==> src/rtl/pe_ctrl_pkg.sv <==
// Shared widths, sizes and state encoding for the PE sequencer.
package pe_ctrl_pkg;

  localparam int unsigned DATA_WIDTH    = 16;
  localparam int unsigned INST_WIDTH    = 32;
  localparam int unsigned DM_ADDR_WIDTH = 8;
  localparam int unsigned IM_DEPTH      = 64;
  localparam int unsigned WB_LAT        = 6;

  localparam int unsigned BUS_WIDTH = DATA_WIDTH * 2;
  localparam int unsigned IM_AW     = $clog2(IM_DEPTH);
  localparam int unsigned CNT_W     = IM_AW + 1;

  typedef enum logic [1:0] {
    ST_IDLE  = 2'd0,
    ST_EXEC  = 2'd1,
    ST_DRAIN = 2'd2,
    ST_SHIFT = 2'd3
  } state_t;

endpackage

==> src/rtl/pe_ctrl_inst_buf.sv <==
// Program buffer: synchronous write, registered read with enable.
module pe_inst_buf
  import pe_ctrl_pkg::*;
(
  input  logic                  clk,
  input  logic                  rst,
  input  logic                  we,
  input  logic [IM_AW-1:0]      waddr,
  input  logic [INST_WIDTH-1:0] wdata,
  input  logic                  re,
  input  logic [IM_AW-1:0]      raddr,
  output logic [INST_WIDTH-1:0] rdata
);

  logic [INST_WIDTH-1:0] mem [IM_DEPTH];

  // Storage array carries no reset so it maps onto distributed RAM.
  always_ff @(posedge clk) begin
    if (we) mem[waddr] <= wdata;
  end

  always_ff @(posedge clk or posedge rst) begin
    if (rst)     rdata <= '0;
    else if (re) rdata <= mem[raddr];
  end

endmodule

==> src/rtl/pe_ctrl.sv <==
// Per-PE sequencer: LOAD/SHIFT write strobes, program issue with aligned
// write-back strobe, and a small program buffer fed from the array bus.
module pe_ctrl
  import pe_ctrl_pkg::*;
(
  input  logic                     clk,
  input  logic                     rst,
  input  logic                     din_v,
  input  logic [BUS_WIDTH-1:0]     din,
  input  logic                     inst_in_v,
  input  logic [INST_WIDTH-1:0]    inst_in,
  input  logic                     clear_prog,
  input  logic                     start,
  input  logic                     shift_start,
  input  logic [DM_ADDR_WIDTH-1:0] shift_len,
  output logic                     wea,
  output logic                     web,
  output logic [BUS_WIDTH-1:0]     dina,
  output logic                     rden,
  output logic                     inst_v,
  output logic [INST_WIDTH-1:0]    inst,
  output logic                     shift_v,
  output logic                     wed,
  output logic                     busy,
  output logic                     done,
  output logic                     err
);

  state_t state, state_nxt;

  logic [CNT_W-1:0]         count, count_nxt;
  logic [CNT_W-1:0]         rd_ptr, rd_ptr_nxt;
  logic [IM_AW-1:0]         wr_ptr, wr_ptr_nxt;
  logic [DM_ADDR_WIDTH-1:0] shift_cnt, shift_cnt_nxt;
  logic [WB_LAT-1:0]        wb_pipe;

  logic                 wea_nxt, web_nxt, rden_nxt, inst_v_nxt;
  logic                 shift_v_nxt, done_nxt, err_nxt, busy_nxt;
  logic [BUS_WIDTH-1:0] dina_nxt;
  logic                 buf_we, buf_re;
  logic [IM_AW-1:0]     buf_raddr;
  logic                 go_exec, go_shift, last_wb;

  // Read port returns buf[raddr] one cycle later, so the read issued with
  // inst_v_nxt lands in inst in the same cycle inst_v rises.
  pe_inst_buf u_buf (
    .clk   (clk),
    .rst   (rst),
    .we    (buf_we),
    .waddr (wr_ptr),
    .wdata (inst_in),
    .re    (buf_re),
    .raddr (buf_raddr),
    .rdata (inst)
  );

  assign go_exec  = start && !inst_in_v && !clear_prog;
  assign go_shift = shift_start && !go_exec;
  assign wed      = wb_pipe[WB_LAT-1];
  assign last_wb  = wb_pipe[WB_LAT-1] && (wb_pipe[WB_LAT-2:0] == '0);

  always_comb begin
    state_nxt     = state;
    count_nxt     = count;
    rd_ptr_nxt    = rd_ptr;
    wr_ptr_nxt    = wr_ptr;
    shift_cnt_nxt = shift_cnt;
    wea_nxt       = 1'b0;
    web_nxt       = 1'b0;
    dina_nxt      = dina;
    rden_nxt      = rden;
    inst_v_nxt    = 1'b0;
    shift_v_nxt   = 1'b0;
    done_nxt      = 1'b0;
    err_nxt       = 1'b0;
    buf_we        = 1'b0;
    buf_re        = 1'b0;
    buf_raddr     = rd_ptr[IM_AW-1:0];

    unique case (state)
      ST_IDLE: begin
        if (din_v) begin
          wea_nxt  = 1'b1;
          dina_nxt = din;
        end
        if (clear_prog) begin
          wr_ptr_nxt = '0;
          count_nxt  = '0;
        end else if (inst_in_v) begin
          if (count == CNT_W'(IM_DEPTH)) begin
            err_nxt = 1'b1;
          end else begin
            buf_we     = 1'b1;
            wr_ptr_nxt = wr_ptr + IM_AW'(1);
            count_nxt  = count + CNT_W'(1);
          end
        end
        if (go_exec) begin
          if (count == '0) begin
            done_nxt = 1'b1;
          end else begin
            state_nxt  = ST_EXEC;
            inst_v_nxt = 1'b1;
            rden_nxt   = 1'b1;
            buf_re     = 1'b1;
            buf_raddr  = '0;
            rd_ptr_nxt = CNT_W'(1);
          end
        end else if (go_shift) begin
          if (shift_len == '0) begin
            done_nxt = 1'b1;
          end else begin
            state_nxt     = ST_SHIFT;
            shift_v_nxt   = 1'b1;
            shift_cnt_nxt = shift_len - DM_ADDR_WIDTH'(1);
          end
        end
      end

      ST_EXEC: begin
        if (rd_ptr < count) begin
          inst_v_nxt = 1'b1;
          buf_re     = 1'b1;
          rd_ptr_nxt = rd_ptr + CNT_W'(1);
        end else begin
          state_nxt = ST_DRAIN;
        end
      end

      // Wait for the write-back strobe of the last issued instruction.
      ST_DRAIN: begin
        if (last_wb) begin
          state_nxt  = ST_IDLE;
          done_nxt   = 1'b1;
          rden_nxt   = 1'b0;
          rd_ptr_nxt = '0;
        end
      end

      ST_SHIFT: begin
        if (din_v) begin
          web_nxt  = 1'b1;
          dina_nxt = din;
        end
        if (shift_cnt != '0) begin
          shift_v_nxt   = 1'b1;
          shift_cnt_nxt = shift_cnt - DM_ADDR_WIDTH'(1);
        end else begin
          state_nxt = ST_IDLE;
          done_nxt  = 1'b1;
        end
      end

      default: state_nxt = ST_IDLE;
    endcase

    busy_nxt = (state_nxt != ST_IDLE);
  end

  always_ff @(posedge clk or posedge rst) begin
    if (rst) begin
      state     <= ST_IDLE;
      count     <= '0;
      rd_ptr    <= '0;
      wr_ptr    <= '0;
      shift_cnt <= '0;
      wb_pipe   <= '0;
      wea       <= 1'b0;
      web       <= 1'b0;
      dina      <= '0;
      rden      <= 1'b0;
      inst_v    <= 1'b0;
      shift_v   <= 1'b0;
      busy      <= 1'b0;
      done      <= 1'b0;
      err       <= 1'b0;
    end else begin
      state     <= state_nxt;
      count     <= count_nxt;
      rd_ptr    <= rd_ptr_nxt;
      wr_ptr    <= wr_ptr_nxt;
      shift_cnt <= shift_cnt_nxt;
      wb_pipe   <= {wb_pipe[WB_LAT-2:0], inst_v};
      wea       <= wea_nxt;
      web       <= web_nxt;
      dina      <= dina_nxt;
      rden      <= rden_nxt;
      inst_v    <= inst_v_nxt;
      shift_v   <= shift_v_nxt;
      busy      <= busy_nxt;
      done      <= done_nxt;
      err       <= err_nxt;
    end
  end

endmodule

==> config.mk <==
export PLATFORM = sky130hd
export DESIGN_NAME = pe_ctrl
export DESIGN_NICKNAME = d
export VERILOG_FILES = /design/src/rtl/pe_ctrl_pkg.sv /design/src/rtl/pe_ctrl_inst_buf.sv /design/src/rtl/pe_ctrl.sv
export SDC_FILE = /design/constraint.sdc
export NUM_CORES = 2
export LEC_CHECK = 0
export ABC_AREA = 1
export BUFFER_PORTS_ARGS = -buffer_cell sky130_fd_sc_hd__buf_2
export CAP_MARGIN = 20
export CORE_ASPECT_RATIO = 2
export CORE_MARGIN = 10
export CORE_UTILIZATION = 54
export DETAILED_ROUTE_END_ITERATION = 8
export PLACE_DENSITY = 0.74
export SLEW_MARGIN = 20
export SYNTH_ARGS = -nofsm -noshare
export SYNTH_HDL_FRONTEND = slang
export SYNTH_SLANG_ARGS = --single-unit
==> constraint.sdc <==
create_clock -name clk -period 3.9 [get_ports clk]
set_input_delay 0.39 -clock clk [delete_from_list [all_inputs] [get_ports clk]]
set_output_delay 0.39 -clock clk [all_outputs]
set_load 0.01 [all_outputs]
# Word level (Yosys, flattened, before mapping)
# Memories as Yosys holds them, arrays and structs flattened. A register that Yosys moved wholly into a read port is not among the register bits.
# Index checks and enable logic that the tools add are counted.
# W data, S select, Z words.
# word_totals
out_inout_bits,73
reg_bits,76
ramBits,2048
word_cells,118
n_memories,1
# mem_list
memory,depth,width,read_ports,rd_ports_with_merged_regs,write_ports,line,rtl
u_buf.mem,64,32,1,1,1,pe_ctrl_inst_buf.sv:15,logic [INST_WIDTH-1:0] mem [IM_DEPTH];
# op_classes
order_cmp,1
addsub,5
n_eq_ne,13
reduce_logical,23
n_mux,60
# ops
cell,n
$mux W7,7
$mux W6,6
$mux W8,4
$mux W1,29
$pmux W7 S3,1
$ne A2 B2 Y1 const B,9
$pmux W8 S2,1
$sub A8 B1 Y8 const B,2
$add A7 B1 Y7 const B,2
$mux W2,7
$reduce_and A5 Y1,2
$logic_not A8 Y1,1
$pmux W2 S4,1
$reduce_bool A2 Y1,4
$reduce_bool A8 Y1,1
$eq A7 B7 Y1 const B,1
$logic_not A7 Y1,1
$lt A7 B7 Y1,1
$add A6 B1 Y6 const B,1
$pmux W1 S2,3
$logic_not A5 Y1,1
$eq A2 B2 Y1 const B,2
$logic_and A1 B1 Y1,4
$reduce_and A4 Y1,1
8 further kinds,10

# Depth between registers and ports, before layout
# logic_depth
depth_word,9
depth_mapped,18

# Modules after synthesis
# A second synthesis with hierarchy kept.
# hier_totals
hier_cells,7186
hier_area_um2,87172.4
# by_module_without_submodules
module,seq_area_each_um2,cells_each,area_each_um2,instances
pe_inst_buf,62299.8,6758,83134.7,1
pe_ctrl,1901.8,428,4037.6,1

# Worst setup path before layout
# Ideal clock, no wire load.
# synth_timing
path_type,register to register
start,register state[0]
end,memory u_buf.mem[31][0] (enable)
slack_ns,0.326
path_stages_with_launch,11
period_less_slack_ns,3.574
t_arrival_ns,3.152
path_cell_list,dfrtp_1 > inv_1 > ha_1 > inv_2 > nor3_1 > inv_1 > nor2_2 > inv_1 > nor2_1 > nand3_1 > nor2_1
# synth_via
elab_chain_len,4
# synth_lines
item,line,rtl
from (decl),pe_ctrl.sv:29,"state_t state, state_nxt;"
from (signal assigned),pe_ctrl.sv:178,state <= state_nxt;
$logic_not A2 Y1,pe_ctrl.sv:80,unique case (state)
$mux W1,pe_ctrl.sv:80,
$mux W1,pe_ctrl_inst_buf.sv:19,if (we) mem[waddr] <= wdata;
$mux W1 (not written as such),pe_ctrl_inst_buf.sv:19,
to (decl),pe_ctrl_inst_buf.sv:15,
# No other way between the ends.

# Worst setup path after layout
# layout_timing
start,register state[1]
end,"register u_buf.rdata[21], read port of u_buf.mem"
# layout_via
elab_chain_len,2
word_cells_on_any_way,4
# layout_lines
item,line,rtl
$eq A2 B1 Y1 / $logic_not A2 Y1 (equally long branches),pe_ctrl.sv:80,
$pmux W1 S2 / $mux W6 (equally long branches),pe_ctrl.sv:80,
to (decl),pe_ctrl_inst_buf.sv:12,output logic [INST_WIDTH-1:0] rdata
# Parallel ways exist; a longest one is shown, timed or not.
# A chain may end at the register's enable or synchronous reset.

==> flow_summary.toml <==
[status]
status = "finished, final reports clean"

[detailed_routing]
drc = 0
drt-initial-drc-count = 8044
detail_route.first_pass.iterations = 8
ant_nets = 0
post_drt_wl_per_cell_um = 27.0
viasPerCell = 6.36
wl_um = 261000
vias = 61700

[critical_path]
cp-start-kind = "register"
path_class = "reg2reg"
cp-end-kind = "register"
cp_slowest_cell = "dfrtp_1"
path_buf_inv = 3
arrival_ps = 4550
path_cells = "inv_1 -> ha_1 -> nand3_4 -> nand2_8 -> clkinv_8 -> buf_12 -> nand3_1 -> nand3_1 -> nand3_1 -> nand3_1 -> nand3_1 -> nand3_1 -> nand2_1"
required_ps = 4660
critPathTopFamily = "simple AND/OR/NAND/NOR gates"
max_stage_delay_ps = 420
critPathMaxFanout = 82
path_common_cell = "nand3_1"

[worst_hold_path]
hold_path_class = "in2reg"

[timing]
max_freq_mhz = 264
hold_viol_final = 0
tightest_slew_ps = 1140
finalCritPeriodShare_pct = 97.1
final_max_slew_viol_count = 0
worst_slack_ps = 113
tns_ps = 0
skew_ps = 34.8
rsz0062_at_grt = "false"
min_period_ps = 3790
max-slew-margin-rel_pct = 23.9
finalSetupViolations = 0

[placement]
place_ws_ps = 82.0
io_buffers = 151
gp_congestion = 0.854
placed_area_um2 = 93500
dp_hpwl_um = 148000
post-place-cells = 9344

[logic_synthesis]
avgSynthCellArea_um2 = 12.1
synth_fp_nets = 7469
synthCells = 7374
ys_warn_count = 0
ys_seq_area_share_pct = 71.9
async_reset_ff_share_pct = 5.01
syn_area_um2 = 89300
synthFlopType = "edfxtp_1"
yosysUniqueCellTypes = 41
synth-seq-cells = 2156
synth_edf_count = 2048

[floorplan]
die_area_um2 = 183000
num_rows = 211
die_w_um = 308
start_util_pct = 54.2
io_pins = 152
core_area_um2 = 165000
die_h_um = 595

[layout]
fill_cells = 12300
multi_input_area_um2 = 22800
nets = 7526
drive_gt1_share_pct = 12.2
fin_area_um2 = 99600
area_delta_synth_final_pct = 11.5
layout.cells.non_filler = 9694
seq_area_um2 = 64200

[run]
drv_cap = 0

[clocking]
clkSinkCount = 2156
cts_made_buffers = 174
htree_levels = 4
clk_path_buf_depth = 4
clockRootBuffer = "clkbuf_16"
insertion_delay_ps = 830
cts_tree = "done"
clk_transition_reported_paths_ps = 70

[power_and_ir_drop]
power_leakage_nw = 34.9
p_per_area_nw_per_um2 = 648
worst_ir_drop_vdd_mv = 0.620
p_total_w = 0.0646

[global_route]
first_global_vias = 60600
grt.total_usage_pct = 27.9
grt_max_degree = 214
grt_pass1_wl_um = 385000
antenna_found_initial = 14
grt_overflow_total = 0
area by class of cell:
class / count / area share [%]
clock buffer: 219 / 4.74
tap: 2130 / 2.68
timing repair buffer: 399 / 3.85
multi-input combinational: 4595 / 22.9
antenna: 3 / 0.00754
clock inverter: 87 / 0.936
inverter: 105 / 0.426
sequential: 2156 / 64.5
kinds of logic after synthesis:
| kind of cell | count (synthesis) | share of synthesized area [%] |
|---|---|---|
| AO/OA/AOI/OAI | 392 | 2.87 |
| XOR/XNOR | 8 | 0.0785 |
| adder cells (fa/ha/maj) | 16 | 0.224 |
| buffers and inverters | 623 | 3.14 |
| flip-flops | 2156 | 71.9 |
| multiplexers | 32 | 0.404 |
| AND/OR/NAND/NOR | 4147 | 21.4 |
tightest hold or removal path, stage by stage:
cell and delay, ps:
buf_2 100, inv_1 60, nor2_1 40, o21ai_0 150, a21oi_1 70
path summary, 6_finish.rpt:
kind,start,endpoint,slack (ps),depth (start not counted)
max in group asynchronous,rst,u_buf.rdata[5],2540,4
worst max-delay path,state[1],u_buf.rdata[21],110,13
worst max register to register,state[1],u_buf.rdata[21],110,13
worst min-delay path,shift_start,done,60,5
worst min register to register,wb_pipe[3],wb_pipe[4],380,0
min in group asynchronous,rst,wea,410,3
report_power, final:
group          internal (W)  switching (W)  total [W]
combinational       0.00631         0.0138     0.0201
sequential           0.0259       0.000660     0.0265
clock               0.00986        0.00802     0.0179
total                0.0420         0.0225     0.0646
per-stage QoR:
| stage | hold slack, ps | utilization (%) |
|---|---|---|
| 3_3_place_gp | 363 | 56.7 |
| 6_report | 58.7 | 60.4 |
| 3_5_place_dp | 371 | 56.7 |
| 4_1_cts | 21.1 | 60.4 |
| 2_1_floorplan | 354 | - |
| 5_1_grt | 65.4 | 60.4 |
synth_stat cells, types with 2 or more instances:
cell	instances	area [um^2]
o21ai_1	83	415
o21a_1	2	15.0
nand2_1	1361	5110
clkinv_1	2	7.51
o21bai_1	210	1580
dfrtp_1	108	2700
o211ai_1	4	30.0
inv_2	10	37.5
nand4_1	9	56.3
xor2_1	7	61.3
o21ai_0	38	190
nor2_2	2	12.5
nor3_1	10	50.1
buf_4	9	67.6
nor4_1	3	18.8
buf_1	20	75.1
buf_2	340	1700
nand3b_1	137	1030
a21oi_1	14	70.1
o22ai_1	37	231
nand2_4	2	22.5
ha_1	16	200
or2_2	179	1120
nor2_1	482	1810
nand3_1	1956	9790
inv_1	93	349
edfxtp_1	2048	61500
mux2_2	32	360
clkbuf_1	148	556
cell usage in the layout, fill, tap and decap left out, types with 4 or more instances in the layout:
cell              n
inv_2             7
clkinv_4          5
o22ai_1          37
edfxtp_1       2048
mux2_2           32
dlygate4sd3_1    38
clkinv_2         34
nand4_1           9
bufinv_16        19
nor2_4           64
clkinv_1         21
xor2_1            7
clkbuf_1         29
o21ai_0          38
buf_4           136
clkinvlp_4        9
clkbuf_8          9
nand3b_1        137
buf_12           86
nor2_1          418
a21oi_1          14
o211ai_1          4
buf_2           137
o21bai_1        210
inv_1            91
ha_1             16
nand2_1        1356
nor3_1           10
nand3_1        1956
or2_2           179
clkbuf_16       179
dfrtp_1         107
o21ai_1          83
flip-flops by register name (all words and copies together), names as in the netlist, 2 cells and up:
signal	flops
shift_cnt	8
u_buf.rdata	32
wb_pipe	6
wr_ptr	6
u_buf.mem	2048
state	2
dina	32
rd_ptr	7
count	7
routing by layer:
| metal | wire [um] | vias up | track usage (%) | share of wire [%] |
|---|---|---|---|---|
| met5 | 48 | - | 0 | 0.018 |
| met4 | 16700 | 8 | 16.5 | 6.4 |
| met3 | 25800 | 931 | 4.22 | 9.9 |
| met2 | 132000 | 4053 | 48.5 | 51 |
| met1 | 86400 | 30100 | 32.4 | 33 |
| li1 | - | 26500 | - | - |
timing repair:
action	CTS	global route
endpoints found under the setup margin	0	43
resized for setup	0	3
buffers inserted	0	3
hold buffers	38	0
endpoints found under the hold margin	114	0
Power figures use the tool's default switching activity.
